==> config.mk <==
export PLATFORM = sky130hd
export DESIGN_NAME = uart_tx_framer
export DESIGN_NICKNAME = d
export VERILOG_FILES = /design/src/rtl/uart_tx_framer.sv
export SDC_FILE = /design/constraint.sdc
export NUM_CORES = 1
export LEC_CHECK = 0
export BUFFER_PORTS_ARGS = -buffer_cell sky130_fd_sc_hd__buf_2
export CORE_AREA = 5 5 154 156
export DETAILED_ROUTE_END_ITERATION = 10
export DIE_AREA = 0 0 159 161
export PLACE_DENSITY = 0.55
export RECOVER_POWER = 50
export SYNTH_ARGS = -nofsm -noshare
export SYNTH_HDL_FRONTEND = slang
export SYNTH_SLANG_ARGS = --single-unit
==> constraint.sdc <==
create_clock -name clk -period 11.8 [get_ports clk]
set_clock_uncertainty 0.2 [all_clocks]
set_input_delay 1.18 -clock clk [delete_from_list [all_inputs] [get_ports clk]]
set_output_delay 1.18 -clock clk [all_outputs]
set_load 0.05 [all_outputs]
==> src/rtl/uart_tx_framer.sv <==
// uart_tx_framer: buffers payload bytes from a valid/ready producer and
// frames them for uart_tx as SYNC_BYTE, payload..., optional checksum.
// A small byte engine issues one-cycle tx_dv requests and then follows
// the tx_busy handshake of uart_tx before the next byte may be issued.
module uart_tx_framer #(
   parameter int          DEPTH        = 16,
   parameter logic [7:0]  SYNC_BYTE    = 8'hA5,
   parameter bit          ADD_CHECKSUM = 1'b1
) (
   input  logic                     clk,
   input  logic                     reset,
   input  logic                     in_valid,
   output logic                     in_ready,
   input  logic [7:0]               in_byte,
   input  logic                     in_last,
   output logic                     tx_dv,
   output logic [7:0]               tx_byte,
   input  logic                     tx_busy,
   output logic                     frame_done,
   output logic [$clog2(DEPTH):0]   fifo_count
);

   localparam int AW = $clog2(DEPTH);

   localparam logic [AW-1:0] PTR_ONE    = 1;
   localparam logic [AW:0]   CNT_ONE    = 1;
   localparam logic [AW:0]   FULL_COUNT = DEPTH[AW:0];

   // Frame-level states
   localparam logic [2:0] S_IDLE    = 3'd0;
   localparam logic [2:0] S_SYNC    = 3'd1;
   localparam logic [2:0] S_PAYLOAD = 3'd2;
   localparam logic [2:0] S_CSUM    = 3'd3;
   localparam logic [2:0] S_DONE    = 3'd4;

   // Byte engine states
   localparam logic [1:0] E_IDLE    = 2'd0;
   localparam logic [1:0] E_ISSUE   = 2'd1;
   localparam logic [1:0] E_WAIT_HI = 2'd2;
   localparam logic [1:0] E_WAIT_LO = 2'd3;

   logic [8:0]    mem_q [DEPTH];
   logic [AW-1:0] wrPtr_q;
   logic [AW-1:0] rdPtr_q;
   logic [AW:0]   count_q;

   logic [2:0]    state_q, state_d;
   logic [1:0]    engState_q, engState_d;
   logic [7:0]    txByte_q, txByte_d;
   logic [7:0]    sum_q, sum_d;
   logic          frameDone_q, frameDone_d;

   logic          push;
   logic          pop;
   logic          issue;
   logic          empty;
   logic          engIdle;
   logic [7:0]    headByte;
   logic          headLast;

   assign in_ready   = (count_q != FULL_COUNT);
   assign push       = in_valid && in_ready;
   assign empty      = (count_q == '0);
   assign engIdle    = (engState_q == E_IDLE);
   assign headByte   = mem_q[rdPtr_q][7:0];
   assign headLast   = mem_q[rdPtr_q][8];

   assign tx_dv      = (engState_q == E_ISSUE);
   assign tx_byte    = txByte_q;
   assign frame_done = frameDone_q;
   assign fifo_count = count_q;

   // FIFO storage holds {last, byte}; contents need no reset because
   // occupancy is tracked by the pointers and count alone.
   always_ff @(posedge clk) begin
      if (push) begin
         mem_q[wrPtr_q] <= {in_last, in_byte};
      end
   end

   // FIFO pointers and occupancy; simultaneous push and pop cancel out.
   always_ff @(posedge clk or posedge reset) begin
      if (reset) begin
         wrPtr_q <= '0;
         rdPtr_q <= '0;
         count_q <= '0;
      end else begin
         if (push) begin
            wrPtr_q <= wrPtr_q + PTR_ONE;
         end
         if (pop) begin
            rdPtr_q <= rdPtr_q + PTR_ONE;
         end
         unique case ({push, pop})
            2'b10:   count_q <= count_q + CNT_ONE;
            2'b01:   count_q <= count_q - CNT_ONE;
            default: count_q <= count_q;
         endcase
      end
   end

   // Frame sequencer: decides which byte to send next and when the frame
   // is complete. It only hands a byte over while the engine is idle, so
   // DONE is reached only after the final byte has fully left uart_tx.
   always_comb begin
      state_d     = state_q;
      txByte_d    = txByte_q;
      sum_d       = sum_q;
      frameDone_d = 1'b0;
      pop         = 1'b0;
      issue       = 1'b0;
      case (state_q)
         S_IDLE: begin
            if (!empty) begin
               state_d = S_SYNC;
            end
         end
         S_SYNC: begin
            if (engIdle) begin
               issue    = 1'b1;
               txByte_d = SYNC_BYTE;
               sum_d    = '0;
               state_d  = S_PAYLOAD;
            end
         end
         S_PAYLOAD: begin
            if (engIdle && !empty) begin
               issue    = 1'b1;
               pop      = 1'b1;
               txByte_d = headByte;
               sum_d    = sum_q + headByte;
               if (headLast) begin
                  state_d = ADD_CHECKSUM ? S_CSUM : S_DONE;
               end
            end
         end
         S_CSUM: begin
            if (engIdle) begin
               issue    = 1'b1;
               txByte_d = ~sum_q + 8'd1;
               state_d  = S_DONE;
            end
         end
         S_DONE: begin
            if (engIdle) begin
               frameDone_d = 1'b1;
               state_d     = S_IDLE;
            end
         end
         default: begin
            state_d = S_IDLE;
         end
      endcase
   end

   // Byte engine: one ISSUE cycle drives tx_dv, then it tracks tx_busy
   // rising and falling so no request can overlap a byte in flight.
   always_comb begin
      engState_d = engState_q;
      case (engState_q)
         E_IDLE: begin
            if (issue) begin
               engState_d = E_ISSUE;
            end
         end
         E_ISSUE: begin
            engState_d = E_WAIT_HI;
         end
         E_WAIT_HI: begin
            if (tx_busy) begin
               engState_d = E_WAIT_LO;
            end
         end
         E_WAIT_LO: begin
            if (!tx_busy) begin
               engState_d = E_IDLE;
            end
         end
         default: begin
            engState_d = E_IDLE;
         end
      endcase
   end

   // State, output byte, checksum accumulator and done pulse registers;
   // reset abandons any frame in progress.
   always_ff @(posedge clk or posedge reset) begin
      if (reset) begin
         state_q     <= S_IDLE;
         engState_q  <= E_IDLE;
         txByte_q    <= '0;
         sum_q       <= '0;
         frameDone_q <= 1'b0;
      end else begin
         state_q     <= state_d;
         engState_q  <= engState_d;
         txByte_q    <= txByte_d;
         sum_q       <= sum_d;
         frameDone_q <= frameDone_d;
      end
   end

endmodule

==> results_tabular.tex <==
\begin{tabular}{lr}
\hline
Metric & Value \\
\hline
\multicolumn{2}{l}{\textbf{STA}} \\
\quad Worst slew pin tran & 2.01 ns \\
\quad Hold violation count in the final report & 0 \\
\quad Total negative setup slack & 0 ns \\
\quad Final period demand of the worst path & 4.03 ns \\
\quad Final Setup Violations & 0 \\
\quad Worst hold margin & 0.288 ns \\
\quad Achievable Freq & 0.248 GHz \\
\quad Part of the cycle the worst path needs & 34.1\% \\
\quad Relative slew slack & -34.1\% \\
\quad Final slew viol count & 36 \\
\quad Unrepaired setup endpoints after global routing & false \\
\multicolumn{2}{l}{\textbf{Detailed routing}} \\
\quad Number of nets with antenna violations after detailed routing & 0 \\
\quad Routed via count divided by cell count & 4.99 \\
\quad Routed len/inst & 19.9 um \\
\quad Starting DRC count in detailed routing & 313 \\
\quad First-pass detailed-route iteration total & 4 \\
\quad Via count of the routed design & 3939 \\
\quad WL final & 15.7 mm \\
\quad DRC violation count after routing & 0 \\
\multicolumn{2}{l}{\textbf{Worst setup path}} \\
\quad Worst r2r path cells & 10 \\
\quad Top fanout value on the critical path & 39 \\
\quad Launching element type of the critical path & register \\
\quad Data required, critical path & 11.95 ns \\
\quad Type of the worst setup path & reg -> reg \\
\quad CP arrival & 4.18 ns \\
\quad Capturing element type of the critical path & register \\
\multicolumn{2}{l}{\textbf{Global route}} \\
\quad Overflow left after global routing & 0 \\
\quad Vias in the first global route & 4170 \\
\quad Wire length of the first global-routing pass & 24.5 mm \\
\quad Maximum number of pins on one net before global-route repair & 40 \\
\quad Global-route total usage across every layer & 12.7\% \\
\quad Antenna violations before repair & 2 \\
\multicolumn{2}{l}{\textbf{Power}} \\
\quad LEAKAGE & 3.10 nW \\
\quad Clock group share of total power & 24.7\% \\
\quad NetSw & 0.785 mW \\
\quad Part of the total power dissipated in sequential elements & 39.5\% \\
\quad PwrDens & 251 nW/um\^{}2 \\
\quad Combinational share of power & 35.8\% \\
\quad Cell Int Power & 1.41 mW \\
\quad Worst-case vdd ir drop & 0.109 mV \\
\quad Switching fraction of total power & 35.8\% \\
\multicolumn{2}{l}{\textbf{Clock network}} \\
\quad CTS buffer count & 17 \\
\quad Root buffer cell & sky130\_fd\_sc\_hd\_\_clkbuf\_16 \\
\quad CTS tree & done \\
\quad Clk sink count & 179 \\
\quad CTS resizes & 0 \\
\quad Number of levels the H-tree was split into & 4 \\
\quad Clock-pin transition on the worst setup and hold timing paths & 0.07 ns \\
\quad Number of buffers inserted by post-CTS setup repair & 0 \\
\quad Hold buffers post-CTS & 0 \\
\quad Skew-Pair Late Insertion Delay & 0.43 ns \\
\quad Largest buffer count on any clock path & 2 \\
\multicolumn{2}{l}{\textbf{Logic synthesis}} \\
\quad Async set or reset register ratio after synthesis & 19.6\% \\
\quad Yosys reg bits & 179 \\
\quad Number of distinct library cells after synthesis & 44 \\
\quad Synth warnings & 0 \\
\quad Most instantiated flip-flop cell in the synthesis netlist & sky130\_fd\_sc\_hd\_\_edfxtp\_1 \\
\quad Sequential element share of the synthesized area & 68.0\% \\
\quad Synthesized area per cell & 17.0 um\^{}2 \\
\quad Cell area after synthesis & 7640 um\^{}2 \\
\quad Net count after synthesis & 483 \\
\quad Cells after Synth & 449 \\
\quad Number of synthesized flops with an enable pin & 144 \\
\multicolumn{2}{l}{\textbf{Die}} \\
\quad Num rows & 55 \\
\quad Total Die Area & 25600 um\^{}2 \\
\quad Starting Density & 34.4\% \\
\quad Die H & 161 um \\
\quad Number of primary I/O pins & 29 \\
\quad Core Area & 22200 um\^{}2 \\
\quad Horizontal die dimension & 159 um \\
\multicolumn{2}{l}{\textbf{Cells and area}} \\
\quad Post-route cell area & 8740 um\^{}2 \\
\quad Leading cell type in the layout, fill and taps excluded & sky130\_fd\_sc\_hd\_\_edfxtp\_1 \\
\quad Proportion of layout cells with a drive suffix above 1 & 23.4\% \\
\quad Area occupied by registers & 5200 um\^{}2 \\
\quad Commonest cells after routing, fill and taps aside & sky130\_fd\_sc\_hd\_\_edfxtp\_1, sky130\_fd\_sc\_hd\_\_mux4\_2, sky130\_fd\_sc\_hd\_\_dfrtp\_1, sky130\_fd\_sc\_hd\_\_nand2\_1, sky130\_fd\_sc\_hd\_\_nor2\_1 \\
\quad Number of diodes & 0 \\
\quad Area of the multi-input gates & 2300 um\^{}2 \\
\quad Final-stage net count & 525 \\
\quad Growth of design area from synthesis to finish & 14.3\% \\
\quad Fill cell instance count of the final layout & 2010 \\
\multicolumn{2}{l}{\textbf{Placed design}} \\
\quad Buffers added on ports & 28 \\
\quad Total cell area at the placement stage & 8180 um\^{}2 \\
\quad Detailed Place HPWL & 10.3 mm \\
\quad Routability Congestion & 0.762 \\
\multicolumn{2}{l}{\textbf{Worst hold path}} \\
\quad Hold Crit Class & reg -> reg \\
\quad Hold Path Cell Cnt & 2 \\
\multicolumn{2}{l}{\textbf{Run}} \\
\quad Max-Cap Viols & 1 \\
\multicolumn{2}{l}{\textbf{Run status}} \\
\quad Failing checks & capacitance limit, slew limit \\
\quad Status & complete, but fails checks \\
\hline
\end{tabular}
cells in the mapped netlist, types with 2 or more instances:
cell type	n	area share, %
sky130_fd_sc_hd__a21o_1	3	0.29
sky130_fd_sc_hd__a21oi_1	12	0.79
sky130_fd_sc_hd__a222oi_1	2	0.26
sky130_fd_sc_hd__a22o_1	4	0.46
sky130_fd_sc_hd__a22oi_1	2	0.20
sky130_fd_sc_hd__a31oi_1	2	0.16
sky130_fd_sc_hd__and2_1	3	0.25
sky130_fd_sc_hd__and3_1	3	0.25
sky130_fd_sc_hd__buf_1	4	0.20
sky130_fd_sc_hd__buf_2	3	0.20
sky130_fd_sc_hd__clkbuf_1	15	0.74
sky130_fd_sc_hd__dfrtp_1	35	11
sky130_fd_sc_hd__edfxtp_1	144	57
sky130_fd_sc_hd__ha_1	20	3.3
sky130_fd_sc_hd__inv_1	13	0.64
sky130_fd_sc_hd__mux2_2	4	0.59
sky130_fd_sc_hd__mux2i_1	3	0.39
sky130_fd_sc_hd__mux4_2	45	13
sky130_fd_sc_hd__nand2_1	32	1.6
sky130_fd_sc_hd__nand2b_1	5	0.41
sky130_fd_sc_hd__nand3_1	2	0.13
sky130_fd_sc_hd__nand4_1	2	0.16
sky130_fd_sc_hd__nor2_1	27	1.3
sky130_fd_sc_hd__nor2b_1	7	0.57
sky130_fd_sc_hd__nor3_1	6	0.39
sky130_fd_sc_hd__o21ai_0	9	0.59
sky130_fd_sc_hd__o21bai_1	2	0.20
sky130_fd_sc_hd__o31ai_1	2	0.20
sky130_fd_sc_hd__xnor2_1	12	1.4
sky130_fd_sc_hd__xor2_1	12	1.4
state kept, by name, indices dropped and copies added, names as in the netlist:
name        count
sum_q           8
fifo_count      5
rdPtr_q         4
tx_byte         8
state_q         3
engState_q      2
mem_q         144
frame_done      1
wrPtr_q         4
critical path, stage by stage, from the launching register on:
cell,delay [ns]
sky130_fd_sc_hd__dfrtp_2,0.34
sky130_fd_sc_hd__buf_4,0.60
sky130_fd_sc_hd__mux4_2,0.60
sky130_fd_sc_hd__mux4_2,0.51
sky130_fd_sc_hd__ha_1,0.33
sky130_fd_sc_hd__and2_1,0.18
sky130_fd_sc_hd__a221oi_1,0.34
sky130_fd_sc_hd__a21oi_1,0.14
sky130_fd_sc_hd__or3_1,0.38
sky130_fd_sc_hd__and2_1,0.18
sky130_fd_sc_hd__o211ai_2,0.14
per-stage QoR:
step                util, %  worst slack [ns]  power, mW  instances
global route           39.3              7.50       2.33        789
floorplan                 -              8.04       1.48        449
finish                 39.3              7.77       2.19        789
CTS                    39.4              7.72       2.22        789
global placement       36.8              7.79       1.66        757
detailed placement     36.8              7.74       1.68        757
per-layer routing:
| layer | part of all wire, % | up-vias | wire length, um | track usage (%) |
|---|---|---|---|---|
| met1 | 42 | 2043 | 6550 | 14.7 |
| li1 | - | 1817 | - | - |
| met5 | 0.19 | - | 30 | 0 |
| met2 | 53 | 55 | 8370 | 22.9 |
| met4 | 1.3 | 4 | 212 | 3.88 |
| met3 | 3.6 | 20 | 559 | 3.42 |
final cells by class:
cell class,instances,share of cell area [%]
Inverter,13,0.558
Multi-Input combinational cell,234,26.3
Sequential cell,179,59.5
Clock inverter,15,1.68
Clock buffer,17,4.87
Timing Repair Buffer,46,2.98
Tap cell,285,4.08
power groups by stage:
stage	Clock [mW]	Sequential, mW	Combinational (mW)
after floorplan	0	0.905	0.579
after global placement	0	0.874	0.782
after detailed placement	0	0.880	0.797
after CTS	0.556	0.867	0.799
after global routing	0.582	0.880	0.864
final	0.541	0.866	0.785
worst paths after layout:
kind | startpoint | end | slack, ns
setup / recovery | rdPtr_q[0]$_DFFE_PP0P_ | sum_q[7]$_DFFE_PP0P_ | 7.77
hold / removal | tx_byte[1]$_DFFE_PP0P_ | tx_byte[1]$_DFFE_PP0P_ | 0.29
setup reg to reg | rdPtr_q[0]$_DFFE_PP0P_ | sum_q[7]$_DFFE_PP0P_ | 7.77
hold reg to reg | tx_byte[1]$_DFFE_PP0P_ | tx_byte[1]$_DFFE_PP0P_ | 0.29
max in group asynchronous | reset | rdPtr_q[0]$_DFFE_PP0P_ | 8.84
min in group asynchronous | reset | wrPtr_q[3]$_DFFE_PP0P_ | 1.26
logic make-up after synthesis:
logic type                 synth area share, %
AOI/OAI and AO/OA                         3.75
xor gates and xnor gates                  2.75
adders and majority gates                 3.54
buffers and inverters                     1.91
DFF                                       68.0
muxes                                     14.2
and+or+nand+nor                           5.79
(Power assumes the default switching activity.)
